### src/rtl/seq_concat_mac_if.sv
// Element/result handshake bundle for seq_concat_mac: start+bias, serial
// (data, weight) element stream, and the held result with overflow flag.
interface seq_concat_mac_if #(
  parameter int DATA_WIDTH = 8,
  parameter int N_X        = 4,
  parameter int N_H        = 4
);
  localparam int IDX_W = $clog2(N_X + N_H);

  logic                  start;
  logic [DATA_WIDTH-1:0] b_in;
  logic                  in_valid;
  logic                  in_ready;
  logic [DATA_WIDTH-1:0] in_data;
  logic [DATA_WIDTH-1:0] in_weight;
  logic                  seg_h;
  logic [IDX_W-1:0]      elem_idx;
  logic                  out_valid;
  logic                  out_ready;
  logic [DATA_WIDTH-1:0] out;
  logic                  ovf;

  modport master (
    output start, b_in, in_valid, in_data, in_weight, out_ready,
    input  in_ready, seg_h, elem_idx, out_valid, out, ovf
  );

  modport slave (
    input  start, b_in, in_valid, in_data, in_weight, out_ready,
    output in_ready, seg_h, elem_idx, out_valid, out, ovf
  );
endinterface

### src/rtl/seq_concat_mac.sv
// Serial GRU/LSTM gate pre-activation: sum(W0*x) + sum(W1*h) + b over N_X+N_H
// elements through one multiplier; bias add and saturate/wrap in a single cycle.
module seq_concat_mac #(
  parameter int DATA_WIDTH  = 8,
  parameter int FRACT_WIDTH = 5,
  parameter int N_X         = 4,
  parameter int N_H         = 4,
  parameter bit SATURATE    = 1'b1
) (
  input logic            clk,
  input logic            rst,
  seq_concat_mac_if.slave bus
);
  localparam int N     = N_X + N_H;
  localparam int IDX_W = $clog2(N);
  localparam int PW    = 2 * DATA_WIDTH;
  localparam int ACC_W = PW + $clog2(N + 1);

  localparam logic [1:0] S_IDLE  = 2'd0;
  localparam logic [1:0] S_ACCUM = 2'd1;
  localparam logic [1:0] S_BIAS  = 2'd2;
  localparam logic [1:0] S_DONE  = 2'd3;

  localparam logic [IDX_W-1:0] NX_IDX   = IDX_W'(N_X);
  localparam logic [IDX_W-1:0] LAST_IDX = IDX_W'(N - 1);

  localparam logic signed [ACC_W-1:0] MAX_V = {{(ACC_W-DATA_WIDTH+1){1'b0}}, {(DATA_WIDTH-1){1'b1}}};
  localparam logic signed [ACC_W-1:0] MIN_V = {{(ACC_W-DATA_WIDTH+1){1'b1}}, {(DATA_WIDTH-1){1'b0}}};
  localparam logic [DATA_WIDTH-1:0]   SAT_HI = {1'b0, {(DATA_WIDTH-1){1'b1}}};
  localparam logic [DATA_WIDTH-1:0]   SAT_LO = {1'b1, {(DATA_WIDTH-1){1'b0}}};

  logic [1:0]                   state;
  logic [IDX_W-1:0]             cnt;
  logic signed [ACC_W-1:0]      acc;
  logic signed [DATA_WIDTH-1:0] bias;
  logic                         in_ready_r;
  logic                         out_valid_r;
  logic [DATA_WIDTH-1:0]        out_r;
  logic                         ovf_r;

  logic signed [PW-1:0]         prod_full;
  logic signed [PW-1:0]         prod_shr;
  logic signed [ACC_W-1:0]      prod_ext;
  logic signed [ACC_W-1:0]      sum;
  logic                         too_hi;
  logic                         too_lo;
  logic [DATA_WIDTH-1:0]        out_next;
  logic                         fire;

  // Arithmetic shift gives floor rounding on the fractional bits.
  assign prod_full = $signed(bus.in_data) * $signed(bus.in_weight);
  assign prod_shr  = prod_full >>> FRACT_WIDTH;
  assign prod_ext  = {{(ACC_W-PW){prod_shr[PW-1]}}, prod_shr};

  assign sum    = acc + {{(ACC_W-DATA_WIDTH){bias[DATA_WIDTH-1]}}, bias};
  assign too_hi = sum > MAX_V;
  assign too_lo = sum < MIN_V;

  always_comb begin
    out_next = sum[DATA_WIDTH-1:0];
    if (SATURATE) begin
      if (too_hi)      out_next = SAT_HI;
      else if (too_lo) out_next = SAT_LO;
    end
  end

  assign fire = bus.in_valid & in_ready_r;

  always_ff @(posedge clk or posedge rst) begin
    if (rst) begin
      state       <= S_IDLE;
      cnt         <= '0;
      acc         <= '0;
      bias        <= '0;
      in_ready_r  <= 1'b0;
      out_valid_r <= 1'b0;
      out_r       <= '0;
      ovf_r       <= 1'b0;
    end else begin
      case (state)
        S_IDLE: begin
          if (bus.start) begin
            bias       <= $signed(bus.b_in);
            acc        <= '0;
            cnt        <= '0;
            in_ready_r <= 1'b1;
            state      <= S_ACCUM;
          end
        end
        S_ACCUM: begin
          if (fire) begin
            acc <= acc + prod_ext;
            // Counter parks at 0 after the last element so seg_h/elem_idx idle low.
            if (cnt == LAST_IDX) begin
              cnt        <= '0;
              in_ready_r <= 1'b0;
              state      <= S_BIAS;
            end else begin
              cnt <= cnt + 1'b1;
            end
          end
        end
        S_BIAS: begin
          out_r       <= out_next;
          ovf_r       <= too_hi | too_lo;
          out_valid_r <= 1'b1;
          state       <= S_DONE;
        end
        S_DONE: begin
          if (bus.out_ready) begin
            out_valid_r <= 1'b0;
            state       <= S_IDLE;
          end
        end
        default: state <= S_IDLE;
      endcase
    end
  end

  assign bus.in_ready  = in_ready_r;
  assign bus.seg_h     = (cnt >= NX_IDX);
  assign bus.elem_idx  = cnt;
  assign bus.out_valid = out_valid_r;
  assign bus.out       = out_r;
  assign bus.ovf       = ovf_r;
endmodule
### src/flat_wrapper.sv
// flat-port wrapper written by rule: the top's interface ports become plain ports
module seq_concat_mac_flat 
#(
  parameter int DATA_WIDTH  = 8,
  parameter int FRACT_WIDTH = 5,
  parameter int N_X         = 4,
  parameter int N_H         = 4,
  parameter bit SATURATE    = 1'b1
)
  (clk, rst, bus_start, bus_b_in, bus_in_valid, bus_in_data, bus_in_weight, bus_out_ready, bus_in_ready, bus_seg_h, bus_elem_idx, bus_out_valid, bus_out, bus_ovf);
  seq_concat_mac_if #(.DATA_WIDTH(DATA_WIDTH), .N_X(N_X), .N_H(N_H)) bus_i ();
  input logic clk;
  input logic rst;
  input wire logic [$bits(bus_i.start)-1:0] bus_start;
  input wire logic [$bits(bus_i.b_in)-1:0] bus_b_in;
  input wire logic [$bits(bus_i.in_valid)-1:0] bus_in_valid;
  input wire logic [$bits(bus_i.in_data)-1:0] bus_in_data;
  input wire logic [$bits(bus_i.in_weight)-1:0] bus_in_weight;
  input wire logic [$bits(bus_i.out_ready)-1:0] bus_out_ready;
  output wire logic [$bits(bus_i.in_ready)-1:0] bus_in_ready;
  output wire logic [$bits(bus_i.seg_h)-1:0] bus_seg_h;
  output wire logic [$bits(bus_i.elem_idx)-1:0] bus_elem_idx;
  output wire logic [$bits(bus_i.out_valid)-1:0] bus_out_valid;
  output wire logic [$bits(bus_i.out)-1:0] bus_out;
  output wire logic [$bits(bus_i.ovf)-1:0] bus_ovf;
  assign bus_i.start = bus_start;
  assign bus_i.b_in = bus_b_in;
  assign bus_i.in_valid = bus_in_valid;
  assign bus_i.in_data = bus_in_data;
  assign bus_i.in_weight = bus_in_weight;
  assign bus_i.out_ready = bus_out_ready;
  assign bus_in_ready = bus_i.in_ready;
  assign bus_seg_h = bus_i.seg_h;
  assign bus_elem_idx = bus_i.elem_idx;
  assign bus_out_valid = bus_i.out_valid;
  assign bus_out = bus_i.out;
  assign bus_ovf = bus_i.ovf;
  seq_concat_mac #(.DATA_WIDTH(DATA_WIDTH), .FRACT_WIDTH(FRACT_WIDTH), .N_X(N_X), .N_H(N_H), .SATURATE(SATURATE)) u_core (.clk(clk), .rst(rst), .bus(bus_i));
endmodule
### config.mk
export PLATFORM = sky130hd
export DESIGN_NAME = seq_concat_mac_flat
export DESIGN_NICKNAME = d
export VERILOG_FILES = /design/src/rtl/seq_concat_mac_if.sv /design/src/rtl/seq_concat_mac.sv /design/src/flat_wrapper.sv
export SDC_FILE = /design/constraint.sdc
export NUM_CORES = 1
export LEC_CHECK = 0
export CORE_MARGIN = 2
export CORE_UTILIZATION = 55
export CTS_CLUSTER_DIAMETER = 30
export DETAILED_ROUTE_END_ITERATION = 10
export PLACE_DENSITY = 0.75
export SLEW_MARGIN = 0
export SYNTH_ARGS = -nofsm -noshare
export SYNTH_HDL_FRONTEND = slang
export SYNTH_SLANG_ARGS = --single-unit
export TNS_END_PERCENT = 10
### constraint.sdc
create_clock -name clk -period 11.18 [get_ports clk]
set_input_delay 2.236 -clock clk [delete_from_list [all_inputs] [get_ports clk]]
set_output_delay 2.236 -clock clk [all_outputs]
set_load 0.05 [all_outputs]
==> results.json, run 1 <==
{
  "ys_types": 54,
  "first_pass_grt_wire_length_um": 22560,
  "finalNetCount": 898,
  "place_hpwl_um": 10500,
  "critical_path.max_stage_delay_ns": 0.62,
  "ys_ff_latch": 44,
  "met1_length_um": 5969,
  "clk_root_buffer_cell": "sky130_fd_sc_hd__clkbuf_8",
  "globalplace.congestion": 0.9133,
  "post_cts_hold_buffer_count": 0,
  "mostFrequentLayoutCells": "sky130_fd_sc_hd__inv_1 (105), sky130_fd_sc_hd__ha_1 (75), sky130_fd_sc_hd__fa_1 (56)",
  "die-area_mm2": 0.01199,
  "wl_um": 12910,
  "io_pins": 44,
  "port_buf_inserts": 43,
  "clockBufferDepth": 2,
  "status": "complete, no violations",
  "worstSetupStartpointType": "primary input",
  "placementRows": 38,
  "grt_start_max_net_pins": 45,
  "initial_core_util": 0.5648,
  "vias_per_cell": 5.641,
  "crit_path_max_fanout": 12,
  "critical_path.endpoint_type": "flip-flop",
  "post-cts-setup-buffers": 0,
  "final.min_clock_period_ns": 9.063,
  "detail_route.iter0.violations": 301,
  "die_width_um": 109.5,
  "top_ff_cell_synth": "sky130_fd_sc_hd__dfrtp_1",
  "overflow": 0,
  "cp_data_required_time_ns": 11.41,
  "final_common_cell": "sky130_fd_sc_hd__inv_1",
  "area_growth_syn_to_layout_pct": 11.69,
  "design.core.area_mm2": 0.01084,
  "synth_enable_flop_cells": 0,
  "syn-mean-instance-area_um2": 8.809,
  "multiInputGateArea_mm2": 0.004589,
  "ys_seq_area_frac": 0.1798,
  "insertion_delay_ns": 0.31,
  "highest_layer": "met4",
  "cts.repair.resized": 0,
  "worstPathArrival_ns": 9.30,
  "syn_nets": 855,
  "slew_headroom": 0.3716,
  "fin_crit_sh": 0.8106,
  "fill_cells": 948,
  "drv_slew": 0,
  "grt_pass1_vias": 5012,
  "grtUsageTotal": 0.2316,
  "synth_largest_area_cell": "sky130_fd_sc_hd__fa_1",
  "routed-wl-met2_um": 6435,
  "ys_async_sr_fraction": 1.000,
  "antenna_cells_inserted": 0,
  "numCtsBuffers": 5,
  "worstMarginPinSlew_ns": 0.9425,
  "clkTransAtPathRegs_ns": 0.10,
  "die_h_um": 109.5,
  "drive_gt1_frac": 0.03523,
  "cp_slowest_cell": "sky130_fd_sc_hd__fa_1",
  "detail_route.first_pass.iterations": 4,
  "timing.final.setup_violations": 0,
  "tritoncts_clock_tree": "built",
  "cts.sinks": 44,
  "detail_route.wl_per_cell_um": 14.70,
  "path_class": "in2reg",
  "worstHoldPathType": "reg2reg",
  "synthCells": 695,
  "antenna_found_initial": 0,
  "cap_violations": 0,
  "timing.fmax_ghz": 0.1103,
  "yosys_warnings": 0,
  "final.setup_skew_ns": 0.01388,
  "via_count": 4953,
  "cts_htree_levels": 2,
  "final-hold-violation-count": 0,
  "synth.top_cells.by_area": "sky130_fd_sc_hd__fa_1 (18%), sky130_fd_sc_hd__dfrtp_1 (18%), sky130_fd_sc_hd__ha_1 (15%)",
  "dr_drc_count": 0,
  "postRouteAntennaNets": 0,
  "routed-wl-met3_um": 465,
  "synthesis.area_mm2": 0.006122,
  "layout.area.seq_mm2": 0.001101,
  "tns_ns": 0,
  "rsz0062_at_grt": "no",
  "synth_top_area_share": 0.1831
}
[sequential cells by signal, indices dropped and copies added, names as in the netlist]
register	cells
u_core.acc	20
u_core.bias	8
u_core.bus.out	8
u_core.bus.elem_idx	3
u_core.state	2
u_core.bus.in_ready	1
u_core.bus.out_valid	1
u_core.bus.ovf	1
[path summary, 6_finish.rpt]
check                                                   start  cells past startpoint  slack [ns]                             to
worst max-delay path                         bus_in_weight[3]                     27        2.12     u_core.acc[19]$_DFFE_PP0P_
worst min-delay path            u_core.bus.out[7]$_DFFE_PP0P_                      2        0.53  u_core.bus.out[7]$_DFFE_PP0P_
worst max register to register      u_core.acc[0]$_DFFE_PP0P_                     11        7.21  u_core.bus.out[5]$_DFFE_PP0P_
worst min register to register  u_core.bus.out[7]$_DFFE_PP0P_                      2        0.53  u_core.bus.out[7]$_DFFE_PP0P_
max in group asynchronous                                 rst                      3        8.40  u_core.bus.out[5]$_DFFE_PP0P_
min in group asynchronous                                 rst                      3        2.36     u_core.bias[0]$_DFFE_PP0P_
[area by class of cell]
type / count / area share
Clock buffer: 5 / 0.01006
Clock inverter: 2 / 0.008783
Inverter: 106 / 0.05819
Multi-Input combinational cell: 536 / 0.6712
Sequential cell: 44 / 0.1610
Tap cell: 140 / 0.02562
Timing Repair Buffer: 45 / 0.06514
[critical path: cells and delay by family]
family	cells	cell delay (ns)
and+or+nand+nor	5	1.35
buffers and inverters	6	1.07
xor gates and xnor gates	1	0.14
adders and majority gates	6	2.83
AOI/OAI and AO/OA	9	1.62
[per-stage QoR]
step | area (um^2) | worst slack, ns | util | hold slack [ns] | std cells
after global routing | 6838 | 1.656 | 0.6308 | 0.5505 | 878
after floorplan | 6122 | 2.277 | - | 0.4760 | 695
final | 6838 | 2.117 | 0.6308 | 0.5254 | 878
after global placement | 6709 | 2.070 | 0.6189 | 0.4974 | 871
after CTS | 6838 | 2.155 | 0.6308 | 0.5279 | 878
after detailed placement | 6709 | 1.884 | 0.6189 | 0.5088 | 871
[cells in the mapped netlist, types with 11 or more instances]
cell type / count
sky130_fd_sc_hd__xor2_1: 20
sky130_fd_sc_hd__ha_1: 75
sky130_fd_sc_hd__nor2b_1: 11
sky130_fd_sc_hd__dfrtp_1: 44
sky130_fd_sc_hd__and2_1: 46
sky130_fd_sc_hd__o31ai_1: 12
sky130_fd_sc_hd__fa_1: 56
sky130_fd_sc_hd__nand2_1: 51
sky130_fd_sc_hd__nand3_1: 16
sky130_fd_sc_hd__a21oi_1: 31
sky130_fd_sc_hd__nor2_1: 26
sky130_fd_sc_hd__a21o_1: 13
sky130_fd_sc_hd__o21ai_0: 46
sky130_fd_sc_hd__xnor2_1: 24
sky130_fd_sc_hd__inv_1: 106
[kinds of logic after synthesis]
group,synth area share
simple gates,0.1662
xor+xnor,0.06295
flops,0.1798
mux,0.01819
compound gates,0.1660
buf+inv,0.07051
fa+ha+maj,0.3364
[layer usage]
| layer | global-route usage | up-vias |
|---|---|---|
| met4 | 0.02803 | 0 |
| met2 | 0.3977 | 65 |
| met5 | 0 | - |
| met1 | 0.3169 | 2442 |
| met3 | 0.03794 | 6 |
| li1 | - | 2440 |
Power of run 1 is not shown: default switching activity piles up to over one toggle a cycle in this logic, so the estimate is an artifact.
==> run 2: changes to the inputs <==
clock period = 8.4 ns   (was 11.18 ns; I/O delays follow)
==> results.json, run 2 (synthesized netlist as in run 1, its figures left out) <==
{
  "critical_path_cell_count": 27,
  "cts.repair.resized": 0,
  "placed_cells": 886,
  "worstHoldPathType": "reg2reg",
  "cp_data_required_time_ns": 8.57,
  "postRouteAntennaNets": 0,
  "die-area_mm2": 0.01199,
  "met1_length_um": 6064,
  "cpMostUsedCell": "sky130_fd_sc_hd__inv_1",
  "timing.fmax_ghz": 0.1222,
  "finalNetCount": 913,
  "post-cts-setup-buffers": 0,
  "number_of_flip_flops_under_the_largest_register_name": 20,
  "io_pins": 44,
  "first_pass_grt_wire_length_um": 22850,
  "cpLargestDelayFamily": "adder cells",
  "vias_per_cell": 5.635,
  "design.core.area_mm2": 0.01084,
  "initial_core_util": 0.5648,
  "clockBufferDepth": 2,
  "r2r_start": "u_core.acc[0]$_DFFE_PP0P_",
  "worstMarginPinSlew_ns": 0.9935,
  "drv_slew": 0,
  "mostFrequentLayoutCells": "sky130_fd_sc_hd__inv_1 (105), sky130_fd_sc_hd__ha_1 (75), sky130_fd_sc_hd__fa_1 (56)",
  "crit_path_max_fanout": 5,
  "drive_gt1_frac": 0.05968,
  "final_common_cell": "sky130_fd_sc_hd__inv_1",
  "antenna_cells_inserted": 0,
  "fin_crit_sh": 0.9744,
  "timing.final.setup_violations": 0,
  "port_buf_inserts": 43,
  "die_h_um": 109.5,
  "grt_pass1_vias": 5007,
  "tns_ns": 0,
  "numCtsBuffers": 5,
  "cp_slowest_cell": "sky130_fd_sc_hd__fa_1",
  "detail_route.first_pass.iterations": 5,
  "placementRows": 38,
  "worstPathArrival_ns": 8.36,
  "detail_route.iter0.violations": 184,
  "post_cts_hold_buffer_count": 0,
  "registers.top_by_ff_count": "u_core.acc",
  "via_count": 5038,
  "clk_root_buffer_cell": "sky130_fd_sc_hd__clkbuf_8",
  "hold_path.startpoint": "u_core.bias[4]$_DFFE_PP0P_",
  "cts.sinks": 44,
  "routed-wl-met2_um": 6581,
  "highest_layer": "met4",
  "holdPathStages": 1,
  "final.min_clock_period_ns": 8.185,
  "cap_violations": 0,
  "insertion_delay_ns": 0.30,
  "detail_route.wl_per_cell_um": 14.85,
  "die_width_um": 109.5,
  "clkTransAtPathRegs_ns": 0.09,
  "antenna_found_initial": 0,
  "overflow": 0,
  "final-hold-violation-count": 0,
  "setup.worst_path.start": "bus_in_weight[2]",
  "worst_hold_margin_ns": 0.5265,
  "grtUsageTotal": 0.2369,
  "routed-wl-met3_um": 510,
  "grt_start_max_net_pins": 45,
  "final.setup_skew_ns": 0.004072,
  "final_util": 0.6424,
  "place_hpwl_um": 10940,
  "globalplace.congestion": 0.9076,
  "wl_um": 13280,
  "status": "complete, no violations",
  "cts_htree_levels": 2,
  "critical_path.n_buffers_inverters": 8,
  "reg2reg_depth": 11,
  "dr_drc_count": 0,
  "critical_path.max_stage_delay_ns": 0.54,
  "path_class": "in2reg",
  "area_growth_syn_to_layout_pct": 13.75,
  "critical_path.endpoint_type": "flip-flop",
  "slew_headroom": 0.3376,
  "worstSetupStartpointType": "primary input",
  "tritoncts_clock_tree": "built",
  "post_layout_nonfiller_instances": 894
}
-- run 2: worst paths after layout --
check                                                end  slack [ns]
setup / recovery              u_core.acc[18]$_DFFE_PP0P_        0.21
hold / removal                u_core.bias[4]$_DFFE_PP0P_        0.53
setup reg to reg           u_core.bus.out[0]$_DFFE_PP0P_        4.39
hold reg to reg               u_core.bias[4]$_DFFE_PP0P_        0.53
max in group asynchronous     u_core.acc[11]$_DFFE_PP0P_        6.18
min in group asynchronous     u_core.bias[0]$_DFFE_PP0P_        1.83
-- run 2: layer usage --
| layer | track usage | up-vias |
|---|---|---|
| met3 | 0.03972 | 14 |
| met4 | 0.03526 | 0 |
| met5 | 0 | - |
| li1 | - | 2474 |
| met1 | 0.3269 | 2479 |
| met2 | 0.3999 | 71 |
-- run 2: metrics by stage --
step / cell area, um^2 / worst slack [ns]
after floorplan: 6122 / 0.05320
after global placement: 6822 / 0.02057
after detailed placement: 6822 / -0.2348
after CTS: 6943 / 0.05967
after global routing: 6964 / -0.06499
final: 6964 / 0.2148
-- run 2: cell type report --
type                            count  area (um^2)
Timing Repair Buffer               60        563.0
Sequential cell                    44         1101
Inverter                          106        397.9
Tap cell                          140        175.2
Fill cell                         916         3876
Clock buffer                        6        82.58
Multi-Input combinational cell    536         4606
Clock inverter                      2        38.79
Power of run 2 is left out for the same reason.
==> run 3: changes to the inputs <==
PLACE_DENSITY = 0.78   (was 0.75)
clock period = 6.8 ns   (was 8.4 ns; I/O delays follow)
==> results.json, run 3 (synthesized netlist as in run 1, its figures left out) <==
{
  "clkTransAtPathRegs_ns": 0.08,
  "insertion_delay_ns": 0.31,
  "die_width_um": 109.5,
  "drv_slew": 0,
  "cts.sinks": 44,
  "timing.fmax_ghz": 0.1460,
  "initial_core_util": 0.5648,
  "clockBufferDepth": 2,
  "fin_crit_sh": 1.007,
  "port_buf_inserts": 43,
  "cap_violations": 0,
  "final.setup_skew_ns": 0.01013,
  "worst_setup_slack_after_layout_ns": -0.04994,
  "status": "complete, but fails checks",
  "cts_htree_levels": 2,
  "timing.final.setup_violations": 3,
  "globalplace.congestion": 0.8780,
  "placed_cells": 958,
  "reg2reg_depth": 11,
  "rsz0062_at_grt": "yes",
  "path_class": "in2reg",
  "critical_path.reg2reg.endpoint": "u_core.bus.out[5]$_DFFE_PP0P_",
  "multiInputGateArea_mm2": 0.004972,
  "preCtsSetupSlack_ns": -1.034,
  "finalNetCount": 1005,
  "area_growth_syn_to_layout_pct": 30.47,
  "via_count": 5433,
  "crit_path_max_fanout": 6,
  "final-hold-violation-count": 0,
  "slew_headroom": 0.3815,
  "cp_data_required_time_ns": 6.98,
  "detail_route.first_pass.iterations": 5,
  "placementRows": 38,
  "number_of_flip_flops_under_the_largest_register_name": 20,
  "placed_area_mm2": 0.007500,
  "registers.top_by_ff_count": "u_core.acc",
  "die-area_mm2": 0.01199,
  "postRouteAntennaNets": 0,
  "dr_drc_count": 0,
  "place_hpwl_um": 11400,
  "final.min_clock_period_ns": 6.850,
  "design.core.area_mm2": 0.01084,
  "fill_cells": 749,
  "worst-r2r-setup-slack_ns": 2.87,
  "tritoncts_clock_tree": "built",
  "holdPathStages": 1,
  "antenna_cells_inserted": 0,
  "hold_path_end": "u_core.bias[2]$_DFFE_PP0P_",
  "mostFrequentLayoutCells": "sky130_fd_sc_hd__buf_4 (108), sky130_fd_sc_hd__inv_1 (96), sky130_fd_sc_hd__ha_1 (65)",
  "r2r_start": "u_core.acc[0]$_DFFE_PP0P_",
  "violated_checks": "setup timing",
  "clk_root_buffer_cell": "sky130_fd_sc_hd__clkbuf_8",
  "first_pass_grt_wire_length_um": 24610,
  "worstMarginPinSlew_ns": 0.9277,
  "grt_pass1_vias": 5733,
  "overflow": 0,
  "io_pins": 44,
  "detail_route.wl_per_cell_um": 14.74,
  "worstHoldPathType": "reg2reg",
  "worstSetupStartpointType": "primary input",
  "worstPathArrival_ns": 7.03,
  "antenna_found_initial": 0,
  "vias_per_cell": 5.510,
  "numCtsBuffers": 5,
  "grtUsageTotal": 0.2529,
  "drive_gt1_frac": 0.2530,
  "detail_route.iter0.violations": 259,
  "layout.area.seq_mm2": 0.001101,
  "critical_path.endpoint_type": "flip-flop",
  "grt_start_max_net_pins": 45,
  "wl_um": 14540,
  "layout.cell_area.non_filler_mm2": 0.007988,
  "post_layout_nonfiller_instances": 986,
  "die_h_um": 109.5,
  "final_common_cell": "sky130_fd_sc_hd__buf_4",
  "hold_path.startpoint": "u_core.bias[2]$_DFFE_PP0P_"
}
run 3: cell count changes in the layout (fill, tap and decap cells not counted), sizes merged:
cell	delta
bufinv	-1
clkinvlp	+1
buf	+108
dlymetal6s2s	-2
clkdlybuf4s50	-14
clkinv	-1
clkbuf	+1
run 3: worst max-delay path by stage:
stage,start,endpoint,slack (ns)
2_1_floorplan,bus_in_data[5],u_core.acc[18]$_DFFE_PP0P_,-0.32
3_3_place_gp,bus_in_weight[7],u_core.acc[18]$_DFFE_PP0P_,-0.91
3_5_place_dp,bus_in_weight[7],u_core.acc[18]$_DFFE_PP0P_,-1.03
4_1_cts,bus_in_data[7],u_core.acc[18]$_DFFE_PP0P_,-0.03
5_1_grt,bus_in_data[2],u_core.acc[17]$_DFFE_PP0P_,-0.29
6_report,bus_in_weight[4],u_core.acc[18]$_DFFE_PP0P_,-0.05
run 3: what timing repair did:
action | CTS | global route
buffers inserted | 18 | 3
hold buffers | 0 | 0
endpoints found under the setup margin | 10 | 8
gates resized for setup | 113 | 30
pin swaps | 52 | 26
run 3: layout make-up:
| type | count | share of cell area |
|---|---|---|
| Sequential cell | 44 | 0.1378 |
| Tap cell | 140 | 0.02193 |
| Multi-Input combinational cell | 536 | 0.6225 |
| Clock inverter | 1 | 0.0009398 |
| Timing Repair Buffer | 152 | 0.1562 |
| Inverter | 106 | 0.04981 |
| Clock buffer | 7 | 0.01081 |
run 3: routing by layer:
| metal | global-route usage | wire [um] | up-vias |
|---|---|---|---|
| met5 | 0 | 0 | - |
| met4 | 0.07866 | 301 | 0 |
| met3 | 0.02312 | 396 | 23 |
| met2 | 0.4943 | 7844 | 116 |
| met1 | 0.2869 | 5994 | 2622 |
| li1 | - | - | 2672 |
run 3: through the flow:
stage | TNS, ns | hold slack (ns) | utilization
final | -0.08068 | 0.5196 | 0.7368
after global routing | -1.124 | 0.5495 | 0.7368
after CTS | -0.03082 | 0.5238 | 0.7240
after detailed placement | -7.389 | 0.5046 | 0.6918
after global placement | -5.723 | 0.4937 | 0.6918
after floorplan | -0.5916 | 0.4760 | -
run 3: worst max-delay path, stage by stage:
cell                      delay, ns
sky130_fd_sc_hd__buf_6         0.11
sky130_fd_sc_hd__and2_4        0.15
sky130_fd_sc_hd__fa_1          0.60
sky130_fd_sc_hd__inv_2         0.07
sky130_fd_sc_hd__fa_1          0.50
sky130_fd_sc_hd__inv_1         0.05
sky130_fd_sc_hd__fa_1          0.48
sky130_fd_sc_hd__inv_1         0.05
sky130_fd_sc_hd__fa_1          0.51
sky130_fd_sc_hd__inv_2         0.05
sky130_fd_sc_hd__ha_4          0.21
sky130_fd_sc_hd__or2_4         0.23
sky130_fd_sc_hd__a21oi_4       0.17
sky130_fd_sc_hd__a31oi_4       0.06
sky130_fd_sc_hd__and4_4        0.20
sky130_fd_sc_hd__nor3_4        0.28
sky130_fd_sc_hd__ha_4          0.26
sky130_fd_sc_hd__a21o_1        0.21
sky130_fd_sc_hd__or3_1         0.37
sky130_fd_sc_hd__or3_4         0.34
sky130_fd_sc_hd__a311o_1       0.30
sky130_fd_sc_hd__o31ai_2       0.20
sky130_fd_sc_hd__xor2_1        0.17
sky130_fd_sc_hd__o21ai_1       0.07
Power of run 3 is left out for the same reason.
